## config.mk

```make
export PLATFORM = sky130hd
export DESIGN_NAME = cdb_arbiter_flat
export DESIGN_NICKNAME = d
export VERILOG_FILES = /design/src/rtl/tomasulo_pkg.sv /design/src/rtl/cdb_arbiter_if.sv /design/src/rtl/cdb_pick.sv /design/src/rtl/cdb_arbiter.sv /design/src/flat_wrapper.sv
export SDC_FILE = /design/constraint.sdc
export NUM_CORES = 1
export LEC_CHECK = 0
export BUFFER_PORTS_ARGS = -buffer_cell sky130_fd_sc_hd__buf_2
export CAP_MARGIN = 10
export CORE_AREA = 2 2 66 84
export CTS_CLUSTER_DIAMETER = 100
export DETAILED_ROUTE_END_ITERATION = 10
export DIE_AREA = 0 0 68 86
export GPL_TIMING_DRIVEN = 0
export PLACE_DENSITY = 0.75
export SLEW_MARGIN = 40
export SYNTH_ARGS = -nofsm -noshare
export SYNTH_HDL_FRONTEND = slang
export SYNTH_HIERARCHICAL = 1
export SYNTH_SLANG_ARGS = --single-unit
```

## constraint.sdc

```tcl
create_clock -name clk1 -period 2.75 [get_ports clk1]
set_input_delay 0.275 -clock clk1 [delete_from_list [all_inputs] [get_ports clk1]]
set_output_delay 0.275 -clock clk1 [all_outputs]
set_load 0.02 [all_outputs]
```

## src/rtl/tomasulo_pkg.sv

```systemverilog
// Shared Tomasulo core definitions: bus widths, CDB source encodings and the
// CDB broadcast record.
package tomasulo_pkg;

  localparam int DATA_W  = 16;
  localparam int TAG_W   = 3;
  localparam int NUM_REQ = 3;

  typedef enum logic [1:0] {
    SRC_ADD = 2'd0,
    SRC_MUL = 2'd1,
    SRC_BCH = 2'd2
  } cdb_src_e;

  typedef struct packed {
    logic                valid;
    cdb_src_e            src;
    logic [TAG_W-1:0]    tag;
    logic [DATA_W-1:0]   data;
  } cdb_bcast_t;

  // Successor of a requester index in the 0..2 rotation.
  function automatic logic [1:0] rr_next(input logic [1:0] idx);
    return (idx == 2'd2) ? 2'd0 : idx + 2'd1;
  endfunction

endpackage

```

## src/rtl/cdb_arbiter_if.sv

```systemverilog
// Requester-side handshakes and CDB broadcast of the common-data-bus arbiter.
// Handshake: a requester raises *_valid with *_tag/*_data and holds all three
// stable until it sees *_ready high; the result transfers on the clk1 edge
// where valid and ready are both high. The arbiter never raises more than one
// ready at a time, and ready may depend combinationally on the same-cycle valids.
interface cdb_arbiter_if;
  import tomasulo_pkg::*;

  logic              add_valid, mul_valid, bch_valid;
  logic [TAG_W-1:0]  add_tag,   mul_tag,   bch_tag;
  logic [DATA_W-1:0] add_data,  mul_data,  bch_data;
  logic              add_ready, mul_ready, bch_ready;

  logic              cdb_valid;
  logic [1:0]        cdb_src;
  logic [TAG_W-1:0]  cdb_tag;
  logic [DATA_W-1:0] cdb_data;
  logic              starve;

  modport slave (
    input  add_valid, mul_valid, bch_valid,
    input  add_tag,   mul_tag,   bch_tag,
    input  add_data,  mul_data,  bch_data,
    output add_ready, mul_ready, bch_ready,
    output cdb_valid, cdb_src, cdb_tag, cdb_data, starve
  );

  modport master (
    output add_valid, mul_valid, bch_valid,
    output add_tag,   mul_tag,   bch_tag,
    output add_data,  mul_data,  bch_data,
    input  add_ready, mul_ready, bch_ready,
    input  cdb_valid, cdb_src, cdb_tag, cdb_data, starve
  );

endinterface

```

## src/rtl/cdb_pick.sv

```systemverilog
// Combinational winner selection for the CDB. CDB_AGE_PRIO_EN selects
// oldest-first (relative to the ROB head); otherwise round-robin from rr_ptr_i.
module cdb_pick
  import tomasulo_pkg::*;
(
  input  logic [NUM_REQ-1:0]            valid_i,
  input  logic [NUM_REQ-1:0][TAG_W-1:0] tag_i,
  input  logic [TAG_W-1:0]              head_p_i,
  input  logic [1:0]                    rr_ptr_i,
  output logic [NUM_REQ-1:0]            grant_o,
  output logic [1:0]                    win_o
);

`ifdef CDB_AGE_PRIO_EN
  logic             found;
  logic [TAG_W-1:0] age;
  logic [TAG_W-1:0] best_age;
  logic             unused_rr;

  assign unused_rr = ^rr_ptr_i;

  // Strict less-than keeps the lower index on equal ages: add > mul > bch.
  always_comb begin
    grant_o  = '0;
    win_o    = 2'd0;
    found    = 1'b0;
    age      = '0;
    best_age = '1;
    for (int i = 0; i < NUM_REQ; i++) begin
      age = tag_i[i] - head_p_i;
      if (valid_i[i] && (!found || age < best_age)) begin
        best_age = age;
        win_o    = 2'(i);
        found    = 1'b1;
      end
    end
    if (found) grant_o[win_o] = 1'b1;
  end
`else
  logic       found;
  logic [1:0] idx;
  logic       unused_age;

  assign unused_age = ^{head_p_i, tag_i};

  always_comb begin
    grant_o = '0;
    win_o   = 2'd0;
    found   = 1'b0;
    idx     = rr_ptr_i;
    for (int k = 0; k < NUM_REQ; k++) begin
      if (!found && valid_i[idx]) begin
        grant_o[idx] = 1'b1;
        win_o        = idx;
        found        = 1'b1;
      end
      idx = rr_next(idx);
    end
  end
`endif

endmodule

```

## src/rtl/cdb_arbiter.sv

```systemverilog
// Common-data-bus arbiter: grants one of add/mul/bch per cycle and registers the
// winner onto the CDB. Build macro CDB_AGE_PRIO_EN selects oldest-first picking.
module cdb_arbiter
  import tomasulo_pkg::*;
#(
  parameter int STARVE_LIMIT = 15
) (
  input  logic             clk1,
  input  logic             rst_n,
  input  logic [TAG_W-1:0] head_p,
  input  logic             flush,
  cdb_arbiter_if.slave     bus
);

  localparam int              CNT_W   = $clog2(STARVE_LIMIT + 1);
  localparam logic [CNT_W-1:0] CNT_MAX = CNT_W'(STARVE_LIMIT);

  logic [NUM_REQ-1:0]             valid_vec;
  logic [NUM_REQ-1:0][TAG_W-1:0]  tag_vec;
  logic [NUM_REQ-1:0][DATA_W-1:0] data_vec;
  logic [NUM_REQ-1:0]             pick_gnt;
  logic [NUM_REQ-1:0]             gnt;
  logic [1:0]                     win;
  logic [1:0]                     rr_ptr;

  cdb_bcast_t                     cdb_q, cdb_d;
  logic [NUM_REQ-1:0][CNT_W-1:0]  wait_q, wait_d;
  logic                           starve_q, starve_d;

  assign valid_vec = {bus.bch_valid, bus.mul_valid, bus.add_valid};
  assign tag_vec   = {bus.bch_tag,   bus.mul_tag,   bus.add_tag};
  assign data_vec  = {bus.bch_data,  bus.mul_data,  bus.add_data};

  cdb_pick u_pick (
    .valid_i  (valid_vec),
    .tag_i    (tag_vec),
    .head_p_i (head_p),
    .rr_ptr_i (rr_ptr),
    .grant_o  (pick_gnt),
    .win_o    (win)
  );

  // Flush and reset veto the grant without touching the picker.
  assign gnt = pick_gnt & {NUM_REQ{~flush & rst_n}};

  assign bus.add_ready = gnt[SRC_ADD];
  assign bus.mul_ready = gnt[SRC_MUL];
  assign bus.bch_ready = gnt[SRC_BCH];

`ifdef CDB_AGE_PRIO_EN
  assign rr_ptr = 2'd0;
`else
  logic [1:0] rr_ptr_q, rr_ptr_d;

  always_comb begin
    rr_ptr_d = rr_ptr_q;
    if (|gnt) rr_ptr_d = rr_next(win);
  end

  always_ff @(posedge clk1 or negedge rst_n) begin
    if (!rst_n) rr_ptr_q <= 2'd0;
    else        rr_ptr_q <= rr_ptr_d;
  end

  assign rr_ptr = rr_ptr_q;
`endif

  always_comb begin
    cdb_d       = cdb_q;
    cdb_d.valid = 1'b0;
    if (|gnt) begin
      cdb_d.valid = 1'b1;
      cdb_d.src   = cdb_src_e'(win);
      cdb_d.tag   = tag_vec[win];
      cdb_d.data  = data_vec[win];
    end
  end

  // A flushed cycle still counts as waiting for a requester holding valid.
  always_comb begin
    wait_d   = wait_q;
    starve_d = 1'b0;
    for (int i = 0; i < NUM_REQ; i++) begin
      if (!valid_vec[i] || gnt[i])  wait_d[i] = '0;
      else if (wait_q[i] != CNT_MAX) wait_d[i] = wait_q[i] + CNT_W'(1);
      if (wait_q[i] == CNT_MAX) starve_d = 1'b1;
    end
  end

  always_ff @(posedge clk1 or negedge rst_n) begin
    if (!rst_n) begin
      cdb_q    <= '0;
      wait_q   <= '0;
      starve_q <= 1'b0;
    end else begin
      cdb_q    <= cdb_d;
      wait_q   <= wait_d;
      starve_q <= starve_d;
    end
  end

  assign bus.cdb_valid = cdb_q.valid;
  assign bus.cdb_src   = cdb_q.src;
  assign bus.cdb_tag   = cdb_q.tag;
  assign bus.cdb_data  = cdb_q.data;
  assign bus.starve    = starve_q;

endmodule

```

## src/flat_wrapper.sv

```systemverilog
// flat-port wrapper written by rule: the top's interface ports become plain ports
module cdb_arbiter_flat import tomasulo_pkg::*;
#(
  parameter int STARVE_LIMIT = 15
)
  (clk1, rst_n, head_p, flush, bus_add_valid, bus_mul_valid, bus_bch_valid, bus_add_tag, bus_mul_tag, bus_bch_tag, bus_add_data, bus_mul_data, bus_bch_data, bus_add_ready, bus_mul_ready, bus_bch_ready, bus_cdb_valid, bus_cdb_src, bus_cdb_tag, bus_cdb_data, bus_starve);
  cdb_arbiter_if bus_i ();
  input  logic clk1;
  input  logic rst_n;
  input  logic [TAG_W-1:0] head_p;
  input  logic flush;
  input wire logic [$bits(bus_i.add_valid)-1:0] bus_add_valid;
  input wire logic [$bits(bus_i.mul_valid)-1:0] bus_mul_valid;
  input wire logic [$bits(bus_i.bch_valid)-1:0] bus_bch_valid;
  input wire logic [$bits(bus_i.add_tag)-1:0] bus_add_tag;
  input wire logic [$bits(bus_i.mul_tag)-1:0] bus_mul_tag;
  input wire logic [$bits(bus_i.bch_tag)-1:0] bus_bch_tag;
  input wire logic [$bits(bus_i.add_data)-1:0] bus_add_data;
  input wire logic [$bits(bus_i.mul_data)-1:0] bus_mul_data;
  input wire logic [$bits(bus_i.bch_data)-1:0] bus_bch_data;
  output wire logic [$bits(bus_i.add_ready)-1:0] bus_add_ready;
  output wire logic [$bits(bus_i.mul_ready)-1:0] bus_mul_ready;
  output wire logic [$bits(bus_i.bch_ready)-1:0] bus_bch_ready;
  output wire logic [$bits(bus_i.cdb_valid)-1:0] bus_cdb_valid;
  output wire logic [$bits(bus_i.cdb_src)-1:0] bus_cdb_src;
  output wire logic [$bits(bus_i.cdb_tag)-1:0] bus_cdb_tag;
  output wire logic [$bits(bus_i.cdb_data)-1:0] bus_cdb_data;
  output wire logic [$bits(bus_i.starve)-1:0] bus_starve;
  assign bus_i.add_valid = bus_add_valid;
  assign bus_i.mul_valid = bus_mul_valid;
  assign bus_i.bch_valid = bus_bch_valid;
  assign bus_i.add_tag = bus_add_tag;
  assign bus_i.mul_tag = bus_mul_tag;
  assign bus_i.bch_tag = bus_bch_tag;
  assign bus_i.add_data = bus_add_data;
  assign bus_i.mul_data = bus_mul_data;
  assign bus_i.bch_data = bus_bch_data;
  assign bus_add_ready = bus_i.add_ready;
  assign bus_mul_ready = bus_i.mul_ready;
  assign bus_bch_ready = bus_i.bch_ready;
  assign bus_cdb_valid = bus_i.cdb_valid;
  assign bus_cdb_src = bus_i.cdb_src;
  assign bus_cdb_tag = bus_i.cdb_tag;
  assign bus_cdb_data = bus_i.cdb_data;
  assign bus_starve = bus_i.starve;
  cdb_arbiter #(.STARVE_LIMIT(STARVE_LIMIT)) u_core (.clk1(clk1), .rst_n(rst_n), .head_p(head_p), .flush(flush), .bus(bus_i));
endmodule
```

# Word level (Yosys, flattened, before mapping)
# Cells that the tools add are included.
# op_classes
add_sub_neg,6
n_bitwise,5
order_cmp,7
reduce_logical,17
n_mux,37
eq_ne,9
# ops
op,n
16-bit binary-select mux with 2-bit select,1
4-bit 2-to-1 mux,6
22-bit 2-to-1 mux,1
16-bit 2-to-1 mux,1
4-bit by 1-bit adder with 4-bit output (second input constant),3
4-bit equality test (second input constant),3
2-bit by 3-bit less-than comparator with 1-bit output (second input constant),4
2-bit 2-to-1 mux,6
3-bit 2-to-1 mux,4
4-bit != test (second input constant),3
1-bit 2-to-1 mux,11
2-bit by 1-bit adder with 2-bit output (second input constant),3
1-bit binary-select mux with 2-bit select,3
3-bit binary-select mux with 2-bit select,1
1-bit demux with 2-bit select,3
2-bit equality test (second input constant),3
2-bit by 1-bit greater-or-equal comparator with 1-bit output (second input constant),3
3-bit bitwise OR,2
2-bit nonzero test,3
1-bit logical AND,5
1-bit zero test,5
3-bit AND,1
1-bit logical OR,3
3-bit OR reduction,1
other kinds (2),2
# totals
inputBits,66
reg_bits,37
elab_cells,90

# Logic depth before layout (Yosys ltp)
# logic_depth
depth_word,13
mapped_depth,8
depth_no_buf,6

# By module
# The synthesis kept the hierarchy.
# modules_own_cells
mod,seq_area_each_um2,n_inst,cells_each,area_each_um2
cdb_arbiter,925.9,1,161,2035.7
cdb_pick,0.0,1,13,96.3

# Worst setup path before layout
# Ideal clock, no wire load.
# synth_timing
path_kind,flip-flop to flip-flop
startpoint,register u_core.rr_ptr_q[0] (netlist: u_core/rr_ptr[0])
endpoint,register u_core.cdb_q (netlist bit u_core/bus.cdb_data[15])
path_stages_with_launch,8
path_slack_ns,0.994
n_path_buf,2
t_arrival_ns,1.631
path_cell_list,dfrtp_1 > nor2b_2 > o21ai_2 > and3_1 > o31a_1 > buf_6 > buf_12 > mux2_4
# synth_between
elab_chain_cells,12
elab_cells_between_ends,45
classes_between,2 x add/sub; 6 x order compare; 2 x eq/ne; 24 x mux; 3 x bitwise; 8 x reduce/logical
# synth_lines
item,line_no,text
"start, declared",cdb_arbiter.sv:53,"logic [1:0] rr_ptr_q, rr_ptr_d;"
"start signal, assigned",cdb_arbiter.sv:62,else rr_ptr_q <= rr_ptr_d;
2-bit by 1-bit adder with 2-bit output / 2-bit equality test (equally long branches),tomasulo_pkg.sv:24,return (idx == 2'd2) ? 2'd0 : idx + 2'd1;
2-bit 2-to-1 mux,tomasulo_pkg.sv:24,
2-bit by 1-bit adder with 2-bit output (tied with other cells),tomasulo_pkg.sv:24,
2-bit 2-to-1 mux / 1-bit logical AND (equally long branches),"tomasulo_pkg.sv:24, cdb_pick.sv:53",
2-bit by 3-bit less-than comparator with 1-bit output (not written as such) (tied with other cells),cdb_pick.sv:53,grant_o[idx] = 1'b1;
1-bit logical AND (not written as such) / 1-bit demux with 2-bit select (equally long branches),cdb_pick.sv:53,
1-bit 2-to-1 mux (not written as such) / 3-bit bitwise OR (equally long branches),--,
1-bit demux with 2-bit select / 3-bit 2-to-1 mux (equally long branches),"cdb_pick.sv:53, cdb_pick.sv:52",
3-bit bitwise OR (no source line),--,
3-bit 2-to-1 mux *,cdb_pick.sv:52,if (!found && valid_i[idx]) begin
named net u_core.pick_gnt[1],cdb_arbiter.sv:21,logic [NUM_REQ-1:0] pick_gnt;
3-bit AND *,cdb_arbiter.sv:44,assign gnt = pick_gnt & {NUM_REQ{~flush & rst_n}};
3-bit OR reduction *,cdb_arbiter.sv:71,if (|gnt) begin
"end signal, assigned",cdb_arbiter.sv:92,cdb_q <= '0;
"end signal, assigned",cdb_arbiter.sv:96,cdb_q <= cdb_d;
"end, declared",cdb_arbiter.sv:26,"cdb_bcast_t cdb_q, cdb_d;"
# The timed path passes the listed nets; every way through them passes the cells marked *. The select of a mux whose other input is x is not followed.
# A chain may end at the register's enable or synchronous reset.

# Worst setup path in the final report
# layout_timing
startpoint,input rst_n
endpoint,register u_core.cdb_q (netlist bit u_core/bus.cdb_tag[1])
# layout_between
elab_chain_cells,3
# layout_lines
item,line_no,text
"start, declared",flat_wrapper.sv:9,input logic rst_n;
1-bit AND,cdb_arbiter.sv:44,
3-bit AND,cdb_arbiter.sv:44,
3-bit OR reduction,cdb_arbiter.sv:71,
# Every way passes these cells.

==> results.txt <==
- In this run, post-CTS repair resized a total of 0 instances.
- Syn Area/Cell: 12.25 µm²
* Count of unresolved DRC violations after routing: 0
- CP max stage cell: dlygate4sd3_1
- The number of nets in the synthesized netlist is 243.
- For this run, the detailed router's first-pass iteration total came to 6.
- Synthesized-area fraction occupied by and/or/nand/nor cells: 11.74%
- Of the total synthesized cell area, the portion taken by full adders, half adders and majority gates is 1.761%.
- Of the cells placed in the final design, the portion with a size suffix greater than 1 is 49.26%.
- Global-route layer with the greatest usage: met2
- Period minus WS final: 2.132 ns
- In the layout the commonest cells are buf_2 (90), dfrtp_1 (37), mux2i_1 (22).
* 1st-iter DRT viols: 83
* Final antenna diode count: 0
- From synthesis to final layout, the design area changed by 28.93%.
- WP buf/inv: 4
* Die height: 86 µm
- Count of hold buffers inserted by post-cts repair: 1
- CTS H-tree depth: 2
- After clock tree synthesis, the setup repair step added 0 buffers.
- Synthesized cell area: 0.002132 mm²
- Total area of sequential cells: 925.9 µm²
- Pin placement for this block handled 92 I/O pins.
- The first global-routing pass estimated 7514 µm of wire.
* Worst max-slew margin expressed relative to the limit: 66.31%
* Result of the run: completed
- Dividing the detail-routed wire length by the instance count gives 13.91 µm.
- Setup crit end kind: flip-flop
- Syn. warnings: 6
- Max Freq: 469.1 MHz
* Max-slew violation count: 0
- Startpoint types: input port
- Dividing the final minimum period by the clock period gives 77.52%.
- Clock transition at the register clock pins on the worst setup and hold paths after CTS: 0.07 ns
* Root Buffer: clkbuf_8
* Number of nets in the final layout: 339
- Input and output buffers added on the ports amount to 88.
* Number of distinct library cells after synthesis: 30
- Floorplan die width: 68 µm
- Fill cells in the final layout number 441.
* Critical path start-end classification: input port to flip-flop
* Routed wire length: 4617 µm
- For this run, global-route usage on met2 was measured as 28.42%.
- The min-delay analysis places its worst path in the category input port to flip-flop.
* Clock sink count: 37
* Power per unit of standard cell area: 845.1 mW/mm²
- Seq cells post-synth: 37
- For the worst setup path, the data required time is 2.91 ns.
- Of all nets on the critical path, the largest fanout is 38.
- ANT nets after route: 0
- Data arrival time of the worst path: 2.29 ns
- Inserted Clock Buffers: 5
- Number of global-route vias before repair: 1,659
* Setup repair after global routing missed its margin: no
- Of the total synthesized cell area, the portion taken by XOR and XNOR cells is 1.232%.
- Worst vdd rail ir drop: 0.3255 mV
- Once the floorplan was initialized, standard cells occupied 42.58% of the core.
- Initial antenna violation count: 0
- Residual overflow from global routing: 0
* Final RePlAce weighted congestion: 0.7010
- Overall via count from detail_route: 1,650
- Clock tree from TritonCTS: built
* Mapped Cells: 174
* Compound-cell area share of the yosys netlist: 12.03%
* Proportion of synthesized area in mux cells: 25.82%
- Final Hold Vio Count: 0
* Met3 track utilization from global routing: 4.331%
* Total die area: 0.005848 mm²
- After synthesis, the largest family of logic cells by area is multiplexers.
* Actual slew at the worst max-slew pin: 0.5053 ns
* Total core area: 0.005007 mm²
* Final Skew: 0.003149 ns
- Grt met1 use: 21.09%
- Maximum number of pins on one net before global-route repair: 39
- Clock Path Buffers: 2
* Post-synthesis sequential area ratio: 43.43%
- Standard-cell row count: 29
- In this design, the largest share of critical-path delay is due to buffers and inverters.
- After layout, the design draws a total of 2.323 mW.
* Accumulated negative setup slack: 0 ns
- Detailed placement ended at an HPWL of 3409 µm.
- Ratio of routed vias to standard cells: 4.970
* Multi-input gate area in the final layout: 0.001121 mm²
- The largest single stage delay on the critical path is 0.52 ns.
- P_leak: 1.364 nW
- Max-cap violations in this run came to 0.
- Number of failing setup endpoints in the final timing report: 0
* Clock latency of the later-clocked register in the worst-skew pair: 0.28 ns
- Traced cell by cell, the critical path runs through dlygate4sd3_1, buf_4, nor2b_4, o31a_1, buf_6, buf_12, mux2_4.
* GR Util All Layers: 16.96%
- Most common library cell in the layout ignoring fill and taps: buf_2
## kinds of logic (layout without fill, tap and decap cells)
family,Yosys count,in the layout
AO/OA/AOI/OAI,30,30
XOR/XNOR,3,3
adder cells (fa/ha/maj),3,3
buffers and inverters,10,106
flip-flops,37,37
multiplexers,45,45
AND/OR/NAND/NOR,46,46
## tightest hold or removal path, delay by kind of cell
kind            cells  cell delay, ns
compound gates      1            0.09
buf+inv             1            0.08
mux                 1            0.14
## stage by stage
stage          cell area [µm²]  cells  utilization, %  setup slack [ns]  hold slack [ns]
2_1_floorplan             2132    174               -            0.9936         -0.02059
3_3_place_gp              2650    324           52.92            0.5094           0.4330
3_5_place_dp              2653    324           52.97            0.7983           0.2740
4_1_cts                   2749    332           54.90            0.5781           0.3231
5_1_grt                   2749    332           54.90            0.4360           0.3317
6_report                  2749    332           54.90            0.6181           0.3360
## cells in the mapped netlist, drive strengths merged
master	number	share of area (%)
a21oi	1	0.41
mux2	23	15
and3	2	0.59
o21ai	2	0.65
and2	3	0.88
buf	7	3.5
mux2i	22	10
o2bb2ai	19	7.8
nor3b	3	1.1
a31oi	3	0.88
clkbuf	3	0.53
dfrtp	37	43
nor3	6	1.4
nand3	7	1.6
ha	3	1.8
nand2	4	0.70
o31a	1	0.41
nor2b	6	2.3
a21bo	3	1.4
nand2b	1	0.65
xnor2	3	1.2
nor2	14	2.5
o211a	1	0.47
## state kept, by name, summed over array words and instances (netlist names)
register              flops
u_core/wait_q            12
u_core/bus.cdb_data      16
u_core/bus.starve         1
u_core/bus.cdb_tag        3
u_core/bus.cdb_src        2
u_core/rr_ptr             2
u_core/bus.cdb_valid      1
## layer usage
metal | part of all wire (%) | vias up
met1 | 44 | 768
met3 | 5.3 | 2
met5 | 0 | -
met2 | 50 | 50
met4 | 0.50 | 0
li1 | - | 830
## report_power, final
part,leakage (nW),switching [mW],internal [mW]
clock network,0.0443,0.168,0.199
logic,0.851,0.562,0.549
registers,0.469,0.116,0.729
## final timing paths
| path | depth (start not counted) | from | slack (ns) | endpoint |
|---|---|---|---|---|
| setup reg to reg | 8 | u_core/rr_ptr[1]$_DFFE_PN0P_ | 0.80 | u_core/bus.cdb_data[9]$_DFFE_PN0P_ |
| max in group asynchronous | 2 | rst_n | 1.92 | u_core/wait_q[10]$_DFFE_PN0P_ |
| min in group asynchronous | 2 | rst_n | 0.49 | u_core/wait_q[2]$_DFFE_PN0P_ |
| setup / recovery | 7 | rst_n | 0.62 | u_core/bus.cdb_tag[1]$_DFFE_PN0P_ |
| hold / removal | 3 | bus_mul_data[0] | 0.34 | u_core/bus.cdb_data[0]$_DFFE_PN0P_ |
| hold reg to reg | 1 | u_core/bus.cdb_tag[2]$_DFFE_PN0P_ | 0.51 | u_core/bus.cdb_tag[2]$_DFFE_PN0P_ |
## final cells by class
| class | count | area share (%) |
|---|---|---|
| buffer | 10 | 3.095 |
| timing repair buffer | 89 | 16.48 |
| sequential | 37 | 33.68 |
| multi-input combinational | 127 | 40.78 |
| tap | 62 | 2.822 |
| clock buffer | 7 | 3.141 |
No activity file was read; power rests on OpenSTA's default activity.
